### src/rtl/instruction_fetch.sv
// instruction_fetch: IF stage of the 5-stage MIPS pipeline.
// Holds the PC and fetches from instruction memory over a req/ready handshake.
// The fetched word and its PC are registered into the IF/ID boundary.
// The stage also handles ID stalls, branch/jump redirects and a halt sentinel.
//
// Ports:
//   clk, rst_n          pipeline clock (rising edge), async active-low reset
//   imem_req/addr       fetch request and byte address (req held until ready)
//   imem_ready/rdata    response strobe and instruction word
//   stall               ID hazard stall: IF/ID outputs hold
//   redirect/_pc        taken branch/jump: flush and refetch from redirect_pc
//   instruction, pc_out IF/ID instruction word and its PC
//   pc_plus4            pc_out + 4 (wraps)
//   valid               instruction is real (0 = bubble)
//   halted              HALT_INSTR delivered, fetch stopped until reset
module instruction_fetch #(
  parameter logic [31:0] RESET_PC   = 32'h0000_0000,
  parameter logic [31:0] NOP_INSTR  = 32'h0000_0000,
  parameter logic [31:0] HALT_INSTR = 32'hFFFF_FFFF
) (
  input  logic        clk,
  input  logic        rst_n,
  output logic        imem_req,
  output logic [31:0] imem_addr,
  input  logic        imem_ready,
  input  logic [31:0] imem_rdata,
  input  logic        stall,
  input  logic        redirect,
  input  logic [31:0] redirect_pc,
  output logic [31:0] instruction,
  output logic [31:0] pc_out,
  output logic [31:0] pc_plus4,
  output logic        valid,
  output logic        halted
);

  localparam logic [1:0] S_FETCH = 2'd0;
  localparam logic [1:0] S_HOLD  = 2'd1;
  localparam logic [1:0] S_DROP  = 2'd2;
  localparam logic [1:0] S_HALT  = 2'd3;

  logic [1:0]  state_q, state_d;
  logic [31:0] pc_q, pc_d;
  logic [31:0] instr_q, instr_d;
  logic [31:0] pc_out_q, pc_out_d;
  logic        valid_q, valid_d;
  logic        halted_q, halted_d;
  logic [31:0] buf_q, buf_d;
  logic [31:0] buf_pc_q, buf_pc_d;
  logic [31:0] drop_addr_q, drop_addr_d;

  logic        req_state;

  assign req_state = (state_q == S_FETCH) || (state_q == S_DROP);
  // The request is masked combinationally so nothing is issued during reset.
  assign imem_req  = rst_n && req_state;
  assign imem_addr = (state_q == S_DROP) ? drop_addr_q : pc_q;

  assign instruction = instr_q;
  assign pc_out      = pc_out_q;
  assign pc_plus4    = pc_out_q + 32'd4;
  assign valid       = valid_q;
  assign halted      = halted_q;

  always_comb begin
    state_d     = state_q;
    pc_d        = pc_q;
    instr_d     = instr_q;
    pc_out_d    = pc_out_q;
    valid_d     = valid_q;
    halted_d    = halted_q;
    buf_d       = buf_q;
    buf_pc_d    = buf_pc_q;
    drop_addr_d = drop_addr_q;

    case (state_q)
      S_FETCH: begin
        if (redirect) begin
          instr_d = NOP_INSTR;
          valid_d = 1'b0;
          pc_d    = redirect_pc;
          // An in-flight request must still be completed; remember its address.
          if (!imem_ready) begin
            drop_addr_d = pc_q;
            state_d     = S_DROP;
          end
        end else if (stall) begin
          if (imem_ready) begin
            buf_d    = imem_rdata;
            buf_pc_d = pc_q;
            pc_d     = pc_q + 32'd4;
            state_d  = S_HOLD;
          end
        end else if (imem_ready) begin
          instr_d  = imem_rdata;
          pc_out_d = pc_q;
          valid_d  = 1'b1;
          pc_d     = pc_q + 32'd4;
          if (imem_rdata == HALT_INSTR) begin
            state_d  = S_HALT;
            halted_d = 1'b1;
          end
        end else begin
          instr_d = NOP_INSTR;
          valid_d = 1'b0;
        end
      end

      S_HOLD: begin
        if (redirect) begin
          instr_d = NOP_INSTR;
          valid_d = 1'b0;
          pc_d    = redirect_pc;
          state_d = S_FETCH;
        end else if (!stall) begin
          instr_d  = buf_q;
          pc_out_d = buf_pc_q;
          valid_d  = 1'b1;
          if (buf_q == HALT_INSTR) begin
            state_d  = S_HALT;
            halted_d = 1'b1;
          end else begin
            state_d = S_FETCH;
          end
        end
      end

      S_DROP: begin
        if (redirect) begin
          instr_d = NOP_INSTR;
          valid_d = 1'b0;
          pc_d    = redirect_pc;
        end else if (!stall) begin
          instr_d = NOP_INSTR;
          valid_d = 1'b0;
        end
        if (imem_ready) begin
          state_d = S_FETCH;
        end
      end

      default: begin // S_HALT
        if (!stall) begin
          instr_d = NOP_INSTR;
          valid_d = 1'b0;
        end
      end
    endcase
  end

  always_ff @(posedge clk or negedge rst_n) begin
    if (!rst_n) begin
      state_q     <= S_FETCH;
      pc_q        <= RESET_PC;
      instr_q     <= NOP_INSTR;
      pc_out_q    <= '0;
      valid_q     <= 1'b0;
      halted_q    <= 1'b0;
      buf_q       <= '0;
      buf_pc_q    <= '0;
      drop_addr_q <= '0;
    end else begin
      state_q     <= state_d;
      pc_q        <= pc_d;
      instr_q     <= instr_d;
      pc_out_q    <= pc_out_d;
      valid_q     <= valid_d;
      halted_q    <= halted_d;
      buf_q       <= buf_d;
      buf_pc_q    <= buf_pc_d;
      drop_addr_q <= drop_addr_d;
    end
  end

endmodule

### config.mk
export PLATFORM = sky130hd
export DESIGN_NAME = instruction_fetch
export DESIGN_NICKNAME = d
export VERILOG_FILES = /design/src/rtl/instruction_fetch.sv
export SDC_FILE = /design/constraint.sdc
export NUM_CORES = 1
export LEC_CHECK = 0
export CORE_ASPECT_RATIO = 2
export CORE_UTILIZATION = 56
export DETAILED_ROUTE_END_ITERATION = 10
export MAX_ROUTING_LAYER = met4
export PLACE_DENSITY = 0.86
export SLEW_MARGIN = 15
export SYNTH_ARGS = -nofsm -noshare
export SYNTH_HDL_FRONTEND = slang
export SYNTH_SLANG_ARGS = --single-unit
### constraint.sdc
create_clock -name clk -period 3.4 [get_ports clk]
set_input_delay 0.34 -clock clk [delete_from_list [all_inputs] [get_ports clk]]
set_output_delay 0.34 -clock clk [all_outputs]
set_load 0.03 [all_outputs]
# [Yosys cells after proc, flatten, opt, wreduce, memory -nomap -nowiden]
# Index checks and enable logic that the tools add are counted.
[totals] register_bits=196 out_inout_bits=131 elab_cells=91
[op_classes] addsub=2 eq_ne=18 muxes=46 bitwise_logic=2 reduce_logical=14
[ops] operator="$mux 32" count=16
[ops] operator="$pmux 32 s2" count=2
[ops] operator="$pmux 32 s3" count=1
[ops] operator="$add 32x3->32 const B" count=2
[ops] operator="$eq 32x32->1 const B" count=2
[ops] operator="$mux 2" count=10
[ops] operator="$mux 1" count=14
[ops] operator="$ne 2x2->1 const B" count=7
[ops] operator="$ne 3x3->1 const B" count=4
[ops] operator="$reduce_and 6->1" count=2
[ops] operator="$reduce_and 8->1" count=1
[ops] operator="$pmux 2 s3" count=1
[ops] operator="$reduce_and 3->1" count=2
[ops] operator="$ne 2x1->1 const B" count=2
[ops] operator="$ne 4x3->1 const B" count=1
[ops] operator="$reduce_and 4->1" count=1
[ops] operator="$reduce_bool 2->1" count=2
[ops] operator="$pmux 1 s3" count=1
[ops] operator="$reduce_bool 3->1" count=1
[ops] operator="$eq 2x1->1 const B" count=1
[ops] operator="$eq 2x2->1 const B" count=1
[ops] operator="$logic_not 2->1" count=1
[ops] operator="$not 1->1" count=2
[ops] operator="$pmux 1 s2" count=1
[ops] operator="other kinds (4)" count=4

# [Depth between registers and ports, before layout]
[depth] word_depth=6 mapped_depth=10

# [Least setup slack after synthesis]
# OpenSTA, ideal clock, no wires.
[synth_path] path_kind="register to output" start="register pc_out_q[2], in the netlist pc_out[2]" end="output pc_plus4[24]" arrival_ns=2.271 required_time_ns=3.060 slack_ns=0.789 stages_incl_launch_ff=7 n_path_buf=0 path_cell_list="dfrtp_1 ha_1 and4_1 nand3_1 nor4b_2 nand4_1 xnor2_1"
[synth_via] elab_chain_cells=1
[synth_rtl] item="start: declaration" line_no="45" source="logic [31:0] pc_out_q, pc_out_d;"
[synth_rtl] item="start signal: assignment" line_no="166" source="pc_out_q <= pc_out_d;"
[synth_rtl] item="$add 32x3->32" line_no="61" source="assign pc_plus4 = pc_out_q + 32'd4;"
[synth_rtl] item="end: declaration" line_no="32" source="output logic [31:0] pc_plus4,"
# No other way between the ends.

# [Worst setup path in the final report]
[layout_path] start="register pc_out_q[2], in the netlist pc_out[2]" end="output pc_plus4[14]"
# The elaborated chain is that of the path after synthesis.

==> out/summary.md <==
From synthesis to final layout, the design area changed by 28.4%. At the placement stage, the worst setup path has a slack of 266 ps. The logs give 68 for the number of standard-cell rows in the floorplan and 0.914 for the routability congestion estimate. On the final layout, the worst clock skew is 7.70 ps. The run gives 5.09 nW as the static power due to leakage. Summed over all layers, the routed wires come to 26,400 microns. Clock root buffer master: sky130_fd_sc_hd__clkbuf_16.

The number of buffers added on ports was 199. The core region is 17,200 sq um. In the final layout, the multi-input gates occupy 4640 sq um.

The via count of the first global-routing pass is 7,953, and the peak fanout along the critical path is 6. During I/O placement, the number of pins put on the boundary was 200. The smallest setup slack after layout came out at 118 ps. Sorting the synthesized cells by area gives the leading types as sky130_fd_sc_hd__dfrtp_1 (50%), sky130_fd_sc_hd__mux2_2 (14%), sky130_fd_sc_hd__a21oi_1 (3.5%).

For this run, the detailed router's first-pass iteration total came to 5. The post-route fraction of the period consumed by the critical path is 96.5%, and the wire length on met1 is 9310 microns. For this run, the total global-route usage over all layers was measured as 31.1%.

The slowest stage of the critical path is the sky130_fd_sc_hd__dfrtp_1 cell. The synthesized netlist devotes 2.49% of its cell area to XOR and XNOR gates. Entering global routing, the biggest net connects 184 pins. Once the floorplan was initialized, standard cells occupied 57.2% of the core. TritonCTS built the clock tree. The capturing element type of the critical path is an output port. Clock network latency to the later pin of the worst-skew pair: 430 ps. In this run the top signal layer used is met4. Final hold analysis gives a worst-case slack of 325 ps.

The synthesized netlist occupies a cell area of 9830 sq um. STA classifies the critical path startpoint as a flip-flop. The run gives 1,231 as the layout filler cell count. The hold violation total from the final report was 0. The storage element area was 4900 sq um; the fraction of synthesis flops using an asynchronous set or reset pin was 100%. The cell type with the highest aggregate area in the netlist was sky130_fd_sc_hd__dfrtp_1. The combinational family with the most area after synthesis was multiplexers. The achievable frequency is 305 MHz, and the transition time at the pin with the least slew margin is 971 ps.

Power spread over the standard cell area amounts to 1090 nW/um^2. Counting every net in the synthesized netlist gives 999. Measured against the total synthesized area, the mux share comes to 17.8%. The clock net in this run drives a total of 196 sinks. In the final timing run, aggregate negative setup slack is 0 ps. The run gives 18,300 microns as the total half-perimeter wirelength after legalization and detailed placement. The width of the die came out at 95.7 microns. Subtracting the final worst setup slack from the clock period gives 3280 ps. After detailed routing, the number of remaining DRC violations is 0. The routed layout has 8,088 vias. For the count of final max-slew check failures, the log shows 0. The per-cell via count in the routed design was 6.14. The path class of the tightest hold or removal check is in -> async. The height of the die works out to 189 microns.

The share of synthesized area in the top cell type comes to 49.9%. The critical path's largest stage delay is 440 ps. Clock-pin slew was measured on the worst setup and hold paths at 70 ps.

The first global-routing pass estimated 41,400 microns of wire. Across the run, the number of max-cap violations was 0. Setup violations remaining at the end of the flow were counted as 0. STA puts the critical path data required time at 3060 ps. Summing the areas of all compound-gate instances in the mapped netlist gives 13.0% of the synthesized area.

In this run, synthesis produced a sequential element count of 196. The post-route netlist has 18.5% of its cells at a drive strength greater than 1. The critical path goes through ha_1, and4_1, nand3_2, buf_4, nor2_1, nand2_1, xnor2_1, dlygate4sd2_1.

Counting cells, the worst reg-to-reg path comes to 8. The critical path is of the reg -> out type. The tools report the cell count after synthesis as 924. Setup repair after global routing left no endpoint under its margin.

Detailed routing placed a total of 1100 microns of wire on met3. The worst-case IR drop observed on VDD is 0.790 mV. The total die area is 18,100 sq um.

After detailed routing, the average wire length per cell comes to 20.1 microns. STA puts the critical path data arrival time at 2940 ps. Wire segments on met2 add up to 14,500 microns in the final route. The logs give 3 for the number of antenna violations at the first check in global routing and 2 for the maximum count of clock buffers along a single path.

Summing the areas of all and, or, nand and nor instances in the mapped netlist gives 12.4% of the synthesized area. The tools report the number of H-tree levels as 4. The design draws 13.7 mW.

For this run the aggregate overflow at the end of global routing stands at 0. For this run, the post-layout net count is 1,167. The first routing iteration left 547 violations. Of the total synthesized cell area, the portion taken by full adders, half adders and majority gates is 0.763%. Yosys mapped a number of flops with a built-in enable equal to 0.

The Yosys step of the flow raised 0 warnings. The mean instance size in the synthesized netlist is 10.6 sq um. Number of buffers inserted during clock tree synthesis: 17. The run gives 0 as the remaining antenna violation count after routing. For this run, the leading register cell type out of synthesis is sky130_fd_sc_hd__dfrtp_1. Synthesis instantiated 61 different standard cells from the library. The share of the Yosys chip area taken by registers is 49.9%. The run finished with clean final reports.

Measured against its own limit, the worst slew margin works out to 35.3%.
==> per-stage QoR <==
step | cells | utilization, % | instance area (sq um)
2_1_floorplan | 924 | - | 9830
3_3_place_gp | 1280 | 69.7 | 12000
3_5_place_dp | 1280 | 69.7 | 12000
4_1_cts | 1312 | 73.2 | 12600
5_1_grt | 1317 | 73.5 | 12600
6_report | 1317 | 73.5 | 12600
==> critical path, delay by kind of cell, from the launching register on <==
| family | cells | cell delay, ps |
|---|---|---|
| and+or+nand+nor | 4 | 1010 |
| buffers and inverters | 2 | 660 |
| DFF | 1 | 440 |
| adders and majority gates | 1 | 230 |
| xor gates and xnor gates | 1 | 170 |
==> sequential cells by signal (all words and copies together), names as in the netlist <==
register     flops
buf_pc_q        32
buf_q           32
drop_addr_q     32
instruction     32
pc_out          32
pc_q            32
state_q          2
halted           1
valid            1
==> routing by layer <==
metal / global-route usage [%] / vias to the layer above
li1: - / 3691
met1: 32.9 / 3995
met2: 53.2 / 322
met3: 3.98 / 80
met4: 19.8 / 0
met5: - / -
==> final cells by class <==
type | instances | area share (%)
Multi-Input combinational cell | 649 | 36.8
Sequential cell | 196 | 38.8
Tap cell | 210 | 2.08
Clock buffer | 17 | 3.37
Timing Repair Buffer | 222 | 17.6
Inverter | 6 | 0.178
Antenna cell | 3 | 0.0594
Clock inverter | 14 | 1.15
==> cells by family after synthesis <==
logic type / after synthesis
simple gates: 245
xor+xnor: 28
flops: 196
fa+ha+maj: 6
buf+inv: 79
compound gates: 211
mux: 159
==> synth_stat cells (all sizes together), types with 2 or more instances <==
cell type  number
and3           13
mux2          125
a311oi          3
nand4          26
o211ai          2
o21bai          2
nor2b           3
dfrtp         196
o21a            2
nor2           58
a41oi           2
nor3b           2
nor3           12
inv             6
a21oi          70
nand2          80
nand2b          3
nand3          28
xnor2          22
ha              6
and4            8
a21o            3
a32oi           2
o21ai          57
mux2i          34
buf            32
o22ai          12
and2            3
a22oi          33
xor2            6
nor4            4
or4             2
a2bb2oi         8
o22a            2
clkbuf         41
a211oi          3
a31oi           3
==> repair_timing <==
action	4_1_cts	5_1_grt
hold buffers	1	0
hold endpoints to repair	13	0
pin swaps	1	1
endpoints found under the setup margin	13	12
buffers inserted	0	2
gates resized for setup	7	6
==> placed cells by master, fill, tap and decap left out, drive strengths merged, types with 3 or more instances in the layout <==
cell           Yosys  final
mux2i             34     34
nand4             26     26
clkinv             0      6
a311oi             3      3
a211oi             3      3
nand3             28     28
nand2b             3      3
and2               3      3
and4               8      8
xor2               6      6
o22ai             12     12
ha                 6      6
a21oi             70     70
diode              0      3
inv                6     11
nor3              12     12
nor4               4      4
mux2             125    125
a22oi             33     33
nor2b              3      3
nand2             80     80
buf               32     22
nor2              58     58
a2bb2oi            8      8
dfrtp            196    196
xnor2             22     22
a31oi              3      3
clkbuf            41     18
dlymetal6s2s       0      5
clkdlybuf4s50      0    191
a21o               3      3
and3              13     13
o21ai             57     57
==> where the power goes <==
part	total [mW]	switching [mW]	internal, mW
registers	4.54	1.13	3.41
logic	7.22	4.04	3.18
clock network	1.97	0.941	1.03
==> path summary, 6_finish.rpt <==
kind | from | end | slack [ps]
worst max register to register | state_q[1]$_DFFE_PN0P_ | pc_q[24]$_DFFE_PN0P_ | 940
worst min register to register | instruction[2]$_DFFE_PN0P_ | instruction[2]$_DFFE_PN0P_ | 480
min in group clk | instruction[2]$_DFFE_PN0P_ | instruction[2]$_DFFE_PN0P_ | 480
max in group asynchronous | rst_n | instruction[24]$_DFFE_PN0P_ | 1890
worst min-delay path | rst_n | instruction[9]$_DFFE_PN0P_ | 320
worst max-delay path | pc_out[2]$_DFFE_PN0P_ | pc_plus4[14] | 120
Power figures use the tool's default switching activity.
